--- src/rtl/quat_norm_pkg.sv ---
// Shared FSM state encoding and component-index sizing for quat_normalizer.
package quat_norm_pkg;

  localparam int NUM_COMP = 4;
  localparam int IDX_W    = $clog2(NUM_COMP);
  localparam logic [IDX_W-1:0] IDX_LAST = IDX_W'(NUM_COMP - 1);

  typedef enum logic [2:0] {
    IDLE,
    SQUARE,
    REQ,
    WAIT_RESP,
    SCALE,
    DONE
  } state_t;

endpackage

--- src/rtl/fix_mul_sat.sv ---
// Combinational signed fixed-point multiply, shift by FRACT_WIDTH and saturate to W bits.
// Build option QUAT_NORM_ROUND_EN: round half up before the shift instead of truncating.
module fix_mul_sat #(
  parameter int INT_WIDTH   = 12,
  parameter int FRACT_WIDTH = 4
) (
  input  logic signed [INT_WIDTH+FRACT_WIDTH-1:0] a,
  input  logic signed [INT_WIDTH+FRACT_WIDTH:0]   b,
  output logic signed [INT_WIDTH+FRACT_WIDTH-1:0] y
);

  localparam int W  = INT_WIDTH + FRACT_WIDTH;
  localparam int PW = 2 * W + 1;

  localparam logic signed [PW-1:0] MAX_EXT = {{(PW-W+1){1'b0}}, {(W-1){1'b1}}};
  localparam logic signed [PW-1:0] MIN_EXT = {{(PW-W+1){1'b1}}, {(W-1){1'b0}}};
`ifdef QUAT_NORM_ROUND_EN
  localparam logic signed [PW-1:0] HALF = PW'(1) <<< (FRACT_WIDTH - 1);
`endif

  logic signed [PW-1:0] a_ext;
  logic signed [PW-1:0] b_ext;
  logic signed [PW-1:0] prod;

  function automatic logic signed [PW-1:0] scale_down(input logic signed [PW-1:0] p);
`ifdef QUAT_NORM_ROUND_EN
    return (p + HALF) >>> FRACT_WIDTH;
`else
    return p >>> FRACT_WIDTH;
`endif
  endfunction

  function automatic logic signed [W-1:0] sat_s(input logic signed [PW-1:0] v);
    logic signed [W-1:0] r;
    if (v > MAX_EXT) begin
      r = MAX_EXT[W-1:0];
    end else if (v < MIN_EXT) begin
      r = MIN_EXT[W-1:0];
    end else begin
      r = v[W-1:0];
    end
    return r;
  endfunction

  // b is one bit wider so an unsigned W-bit operand can be zero-extended into it
  assign a_ext = {{(PW-W){a[W-1]}}, a};
  assign b_ext = {{(PW-W-1){b[W]}}, b};
  assign prod  = a_ext * b_ext;
  assign y     = sat_s(scale_down(prod));

endmodule

--- src/rtl/quat_normalizer.sv ---
// Normalises a fixed-point quaternion using an external inverse-square-root responder.
// One shared fix_mul_sat computes squares and scaled outputs; QUAT_NORM_ROUND_EN selects rounding.
module quat_normalizer
  import quat_norm_pkg::*;
#(
  parameter int INT_WIDTH   = 12,
  parameter int FRACT_WIDTH = 4
) (
  input  logic                                    clk,
  input  logic                                    rst_n,
  input  logic signed [INT_WIDTH+FRACT_WIDTH-1:0] in_q0,
  input  logic signed [INT_WIDTH+FRACT_WIDTH-1:0] in_q1,
  input  logic signed [INT_WIDTH+FRACT_WIDTH-1:0] in_q2,
  input  logic signed [INT_WIDTH+FRACT_WIDTH-1:0] in_q3,
  input  logic                                    in_valid,
  output logic                                    in_ready,
  output logic        [INT_WIDTH+FRACT_WIDTH-1:0] req_data,
  output logic                                    req_valid,
  input  logic                                    req_ready,
  input  logic        [INT_WIDTH+FRACT_WIDTH-1:0] resp_data,
  input  logic                                    resp_valid,
  output logic                                    resp_ready,
  output logic signed [INT_WIDTH+FRACT_WIDTH-1:0] out_q0,
  output logic signed [INT_WIDTH+FRACT_WIDTH-1:0] out_q1,
  output logic signed [INT_WIDTH+FRACT_WIDTH-1:0] out_q2,
  output logic signed [INT_WIDTH+FRACT_WIDTH-1:0] out_q3,
  output logic                                    out_valid,
  input  logic                                    out_ready,
  output logic                                    out_zero
);

  localparam int W = INT_WIDTH + FRACT_WIDTH;
  localparam logic [W-1:0] ACC_MAX = {1'b0, {(W-1){1'b1}}};

  state_t              state;
  logic [IDX_W-1:0]    idx;
  logic signed [W-1:0] q_reg [NUM_COMP];
  logic signed [W-1:0] res   [NUM_COMP];
  logic [W-1:0]        acc;
  logic [W-1:0]        acc_next;
  logic [W-1:0]        inv;
  logic signed [W-1:0] mul_a;
  logic signed [W:0]   mul_b;
  logic signed [W-1:0] mul_y;
  logic                take_in;
  logic                take_resp;

  // Accumulator stays inside positive signed range so the responder sees a valid operand
  function automatic logic [W-1:0] sat_u(input logic [W-1:0] sum_in,
                                         input logic signed [W-1:0] term);
    logic [W:0] total;
    total = {1'b0, sum_in} + {1'b0, term};
    return (total > {1'b0, ACC_MAX}) ? ACC_MAX : total[W-1:0];
  endfunction

  assign take_in   = (state == IDLE) && in_valid && in_ready;
  assign take_resp = (state == WAIT_RESP) && resp_valid && resp_ready;

  always_comb begin
    mul_a = q_reg[idx];
    if (state == SCALE) begin
      mul_b = {1'b0, inv};
    end else begin
      mul_b = {q_reg[idx][W-1], q_reg[idx]};
    end
  end

  fix_mul_sat #(
    .INT_WIDTH   (INT_WIDTH),
    .FRACT_WIDTH (FRACT_WIDTH)
  ) u_mul (
    .a (mul_a),
    .b (mul_b),
    .y (mul_y)
  );

  assign acc_next = sat_u(acc, mul_y);

  // Datapath registers: loaded under FSM qualifiers, no reset needed
  always_ff @(posedge clk) begin
    if (take_in) begin
      q_reg[0] <= in_q0;
      q_reg[1] <= in_q1;
      q_reg[2] <= in_q2;
      q_reg[3] <= in_q3;
      acc      <= '0;
    end else if (state == SQUARE) begin
      acc <= acc_next;
    end
    if (take_resp) begin
      inv <= resp_data;
    end
  end

  always_ff @(posedge clk or negedge rst_n) begin
    if (!rst_n) begin
      state      <= IDLE;
      idx        <= '0;
      in_ready   <= 1'b0;
      req_valid  <= 1'b0;
      req_data   <= '0;
      resp_ready <= 1'b0;
      out_valid  <= 1'b0;
      out_zero   <= 1'b0;
      for (int i = 0; i < NUM_COMP; i++) res[i] <= '0;
    end else begin
      unique case (state)
        IDLE: begin
          in_ready <= 1'b1;
          if (take_in) begin
            in_ready <= 1'b0;
            idx      <= '0;
            state    <= SQUARE;
          end
        end
        SQUARE: begin
          idx <= idx + 1'b1;
          if (idx == IDX_LAST) begin
            if (acc_next == '0) begin
              for (int i = 0; i < NUM_COMP; i++) res[i] <= '0;
              out_zero  <= 1'b1;
              out_valid <= 1'b1;
              state     <= DONE;
            end else begin
              req_data  <= acc_next;
              req_valid <= 1'b1;
              state     <= REQ;
            end
          end
        end
        REQ: begin
          if (req_valid && req_ready) begin
            req_valid  <= 1'b0;
            resp_ready <= 1'b1;
            state      <= WAIT_RESP;
          end
        end
        WAIT_RESP: begin
          if (take_resp) begin
            resp_ready <= 1'b0;
            idx        <= '0;
            state      <= SCALE;
          end
        end
        SCALE: begin
          res[idx] <= mul_y;
          idx      <= idx + 1'b1;
          if (idx == IDX_LAST) begin
            out_valid <= 1'b1;
            out_zero  <= 1'b0;
            state     <= DONE;
          end
        end
        DONE: begin
          if (out_valid && out_ready) begin
            out_valid <= 1'b0;
            in_ready  <= 1'b1;
            state     <= IDLE;
          end
        end
        default: state <= IDLE;
      endcase
    end
  end

  assign out_q0 = res[0];
  assign out_q1 = res[1];
  assign out_q2 = res[2];
  assign out_q3 = res[3];

endmodule

--- config.mk ---
export PLATFORM = sky130hd
export DESIGN_NAME = quat_normalizer
export DESIGN_NICKNAME = d
export VERILOG_FILES = /design/src/rtl/quat_norm_pkg.sv /design/src/rtl/fix_mul_sat.sv /design/src/rtl/quat_normalizer.sv
export SDC_FILE = /design/constraint.sdc
export NUM_CORES = 1
export LEC_CHECK = 0
export CAP_MARGIN = 0
export CORE_MARGIN = 2
export CORE_UTILIZATION = 70
export CTS_CLUSTER_DIAMETER = 150
export DETAILED_ROUTE_END_ITERATION = 7
export DONT_BUFFER_PORTS = 1
export PLACE_DENSITY = 0.94
export SKIP_CTS_REPAIR_TIMING = 1
export SLEW_MARGIN = 20
export SYNTH_ARGS = -nofsm -noshare
export SYNTH_HDL_FRONTEND = slang
export SYNTH_SLANG_ARGS = --single-unit
--- constraint.sdc ---
create_clock -name clk -period 20.5 [get_ports clk]
set_input_delay 3.075 -clock clk [delete_from_list [all_inputs] [get_ports clk]]
set_output_delay 3.075 -clock clk [all_outputs]
set_load 0.01 [all_outputs]
==> results.toml, run 1 <==
[clocking]
cts_num_sinks = 186
numCtsBuffers = 17
clock_latency_ps = 470
clk_pin_slew_worst_paths_ps = 80
cts_tree = "yes"
htree_num_levels = 4
cts_root_buffer = "clkbuf_16"
cts.path.max_buffers = 2

[setup_path]
ff2ff_setup_slack_ps = 7970
category_of_the_critical_setup_timing_path = "reg2reg"
cpMaxStageDelayCell = "mux2i_1"
ff2ff_path_depth = 37
crit_path_start = "idx[0]"
worstReg2RegEnd = "req_data[12]"
slowest_delay_ps = 870
worst-endpoint-arrival_ps = 12900
worstSetupEndpointType = "flop"
cp.required_ps = 20870
r2r_start = "idx[0]"
crit_fanout = 31
critical_path.most_common_cell = "fa_1"
cp-start-kind = "flop"

[logic_synthesis]
synthesis.instances = 1997
ys_warn_count = 0
synth_edf_count = 80
avgSynthCellArea_sq_um = 9.60
synth_area_leader_cell = "fa_1"
yosys_register_bits = 186
top_area_cells_in_the_synthesized_netlist = "fa_1 29%, edfxtp_1 13%, dfrtp_1 12%"
synth.most_common_cell = "inv_1"
synth_area_sq_um = 19200
post_synth_top_area_share_pct = 28.9
yosys-top-cells-count = "340 x inv_1, 277 x fa_1, 201 x nand2_1"
synth_seq_area_share_pct = 25.9
synth_async_reset_ratio_pct = 48.4
yosys.cell_types.count = 70
syn_nets = 2461
synth-main-ff-cell = "dfrtp_1"

[detailed_routing]
wl_um = 54000
detail_route.drc_violations = 0
via_per_inst = 6.70
detail_route.wl_per_cell_um = 23.3
detail_route.first_pass.iterations = 6
detail_route.iter0.violations = 1715
vias = 15500
detail-route-antenna-nets = 0

[timing]
final_critical_period_ps = 12530
worstMarginPinSlew_ps = 1110
final_min_period_over_clock_period_pct = 61.1
finalHoldWorstSlack_ps = 497
max_freq_mhz = 79.8
finalSetupTns_ps = 0
setup_violations = 0
finalMaxSlewViolations = 0
hold_viol = 0
slew_headroom_pct = 25.7
rsz0062_at_grt = "false"
finalClockSkew_ps = 22.3

[cells_and_area]
areaGrowthSynthToFinish_pct = 4.84
fraction_of_layout_cells_with_a_size_suffix_above_1_pct = 5.47
instances_no_fill = 2315
largest_reg_flops = 64
layout.cell_area.non_filler_sq_um = 20100
antenna-diode-count = 0
finish.net_count = 2425

[global_routing]
first_global_vias = 16200
grtUsageTotal_pct = 39.3
grt_max_degree = 91
initial_antenna_violation_count = 0
grt_first_pass_wirelength_um = 85500
grt-ovfl-total = 0

[die]
ios = 171
die-area_sq_um = 28700
die-height_um = 170
rows = 60
floorplan.die.width_um = 170
start_util_pct = 71.2
area_of_the_core_region_sq_um = 27000

[min_path]
hold_depth = 1
worstHoldPathType = "reg2reg"
timing.hold.worst.start = "acc[15]"
capture_endpoint_of_the_worst_hold_path = "acc[15]"

[placed_design]
detailedPlacementHpwl_um = 40800
placement.io_buffers = 0
gp_routability_congestion = 0.979
place_area_sq_um = 19500
dp.cells = 2283

[flow_run]
max_cap_violations = 0

[status]
status = "finished clean"
[layout by cell type, fill, tap and decap left out, types with 25 or more instances in the layout]
master    netlist  routed
a21oi_1        61      61
and2_1         25      25
buf_4           1      34
dfrtp_1        90      90
edfxtp_1       80      80
fa_1          277     277
ha_1          101     101
inv_1         340     340
nand2_1       201     201
nand3_1        83      82
nor2_1        189     189
o211ai_1       68      68
o21ai_0        59      58
[worst max path at each step]
stage,endpoint,slack [ps],depth (start not counted)
CTS,out_q1[5],8310,39
detailed placement,out_q1[5],8390,39
global placement,req_data[12],8720,39
global route,req_data[12],7340,39
floorplan,out_q2[1],9710,44
finish,req_data[12],7970,37
[metrics by stage]
step                setup WS [ps]  util, %
floorplan                    9710        -
global placement             8720     72.3
detailed placement           8390     72.3
CTS                          8310     74.6
finish                       7970     74.6
global route                 7340     74.6
[cells by family after synthesis]
family          count (synthesis)  synth area share [%]
buf+inv                       430                  8.68
fa+ha+maj                     378                  35.5
mux                            38                  2.52
compound gates                329                  11.6
flops                         186                  25.9
simple gates                  597                  14.0
xor+xnor                       39                  1.78
[per-layer routing]
metal	up-vias	wire (um)	GRT usage [%]	share of wire, %
met5	-	0	0	0
met4	0	3640	22.7	6.7
met3	303	6520	11.2	12
met2	1162	25700	63.2	48
met1	7596	18200	47.7	34
li1	6453	-	-	-
[critical path, delay by kind of cell (launching register included)]
kind,cells,cell delay (ps)
and+or+nand+nor,8,1620
muxes,3,2320
AOI/OAI and AO/OA,12,3100
DFF,1,340
buffers and inverters,6,950
adders and majority gates,8,4110
[final cells by class]
cell class	count	area, sq um
sequential	186	4970
multi-input combinational	1381	12600
timing repair buffer	34	255
fill	1791	6850
clock buffer	17	425
inverter	341	1280
tap	341	427
clock inverter	15	181
Power of run 1 is left out: the tool's default activity adds up to more than one toggle a clock period on the data nets, which glitch-free logic cannot reach.
==> inputs of run 2 (changes only) <==
- CORE_UTILIZATION: 70 -> 60
- PLACE_DENSITY: 0.94 -> 0.87
- clock period: 20.5 -> 10.7 ns (I/O delays scaled with it)
==> run 2 against run 1 <==
Via count rose by 1.4%. Sequential cell count is the same. Final cell count grew 7.3%. Die area increased by 16%. Cell area is 8.7% higher. Wire length up 6.9%. Global-route usage decreased by 5.4 points. First-iteration DRC count is 0.64% lower. Worst hold slack worse by 4.4 ps. Maximum frequency rose by 17%. Register-to-register slack got worse by 8000 ps. Non-clock buffer count increased by 108. Critical path type unchanged. Largest cell class unchanged.
==> results.toml, run 2 (synthesis gave the netlist of run 1 again) <==
[status]
status = "finished clean"

[die]
area_of_the_core_region_sq_um = 31500
die-height_um = 183
die-area_sq_um = 33400
ios = 171
floorplan.die.width_um = 183
rows = 65
start_util_pct = 60.9

[setup_path]
crit_fanout = 33
worst-endpoint-arrival_ps = 10990
critical_path.most_common_cell = "fa_1"
cp.required_ps = 11000
slowest_delay_ps = 550
cp-start-kind = "flop"
category_of_the_critical_setup_timing_path = "reg2reg"
worstSetupEndpointType = "flop"
cpMaxStageDelayCell = "fa_1"
ff2ff_path_depth = 40

[detailed_routing]
detail_route.wl_per_cell_um = 23.2
detail_route.first_pass.iterations = 6
wl_um = 57700
via_per_inst = 6.33
vias = 15700
detail_route.drc_violations = 0
detail_route.iter0.violations = 1704
detail-route-antenna-nets = 0

[min_path]
hold_depth = 1
worstHoldPathType = "reg2reg"

[cells_and_area]
final_common_cell = "inv_1"
largest_reg_flops = 64
layout.cell_area.non_filler_sq_um = 21800
areaGrowthSynthToFinish_pct = 13.9
post-route-util_pct = 69.4
finish.net_count = 2533
fraction_of_layout_cells_with_a_size_suffix_above_1_pct = 15.1
most-common-layout-cells = "340 x inv_1, 272 x fa_1, 189 x nand2_1"

[clocking]
htree_num_levels = 4
numCtsBuffers = 17
clk_pin_slew_worst_paths_ps = 80
cts_tree = "yes"
clock_latency_ps = 480
cts_root_buffer = "clkbuf_16"
cts_num_sinks = 186
cts.path.max_buffers = 2

[timing]
rsz0062_at_grt = "true"
slew_headroom_pct = 39.2
worstMarginPinSlew_ps = 905
finalClockSkew_ps = 24.9
final_min_period_over_clock_period_pct = 99.9
setup_violations = 0
hold_viol = 0
finalMaxSlewViolations = 0
final_critical_period_ps = 10690
max_freq_mhz = 93.5
finalSetupTns_ps = 0

[global_routing]
grt_max_degree = 91
initial_antenna_violation_count = 1
grtUsageTotal_pct = 33.9
grt_first_pass_wirelength_um = 85700
first_global_vias = 15500
grt-ovfl-total = 0

[placed_design]
detailedPlacementHpwl_um = 42600
placement.io_buffers = 0
gp_routability_congestion = 0.970
place_area_sq_um = 20200

[flow_run]
max_cap_violations = 0
run 2: changes by cell type in the layout (fill, tap and decap cells not counted), sizes merged:
cell,previous run,this run
buf,34,134
bufinv,0,3
clkbuf,17,27
clkinv,5,2
clkinvlp,0,2
diode,0,1
inv,351,347
run 2: area by class of cell:
class | instances | area [sq um]
clock inverter | 13 | 183
inverter | 341 | 1280
clock buffer | 19 | 454
fill | 2220 | 9630
timing repair buffer | 142 | 1340
multi-input combinational | 1381 | 13100
antenna | 1 | 2.50
sequential | 186 | 4980
tap | 402 | 503
run 2: worst max-delay path, delay by kind of cell (launching register included):
family / cells / cell delay, ps
AND/OR/NAND/NOR: 7 / 1380
AO/OA/AOI/OAI: 14 / 3250
adder cells (fa/ha/maj): 8 / 3830
multiplexers: 1 / 250
flip-flops: 1 / 500
buffers and inverters: 10 / 1300
run 2: path summary, 6_finish.rpt:
kind                       slack [ps]  startpoint      endpoint
min reg2reg                       490     acc[15]       acc[15]
max in group asynchronous        9650       rst_n     out_q2[7]
min                               490     acc[15]       acc[15]
max reg2reg                         6      idx[1]    out_q0[10]
min in group asynchronous         830       rst_n  req_data[11]
max                                 6      idx[1]    out_q0[10]
run 2: through the flow:
| stage | worst slack, ps | cells | hold slack [ps] |
|---|---|---|---|
| detailed placement | -376 | 2417 | 476 |
| global route | -424 | 2485 | 503 |
| floorplan | 78.0 | 1997 | 462 |
| global placement | -213 | 2417 | 467 |
| finish | 5.94 | 2485 | 493 |
| CTS | -482 | 2449 | 487 |
run 2: routing by layer:
metal / vias up / share of wire (%) / GRT usage, % / wire length, um
met5: - / 0 / 0 / 0
met4: 0 / 5.8 / 15.6 / 3330
met3: 255 / 10 / 7.96 / 5990
met2: 1029 / 47 / 53.7 / 27300
met1: 7768 / 36 / 44.8 / 21100
li1: 6680 / - / - / -
Power of run 2 is left out for the same reason.
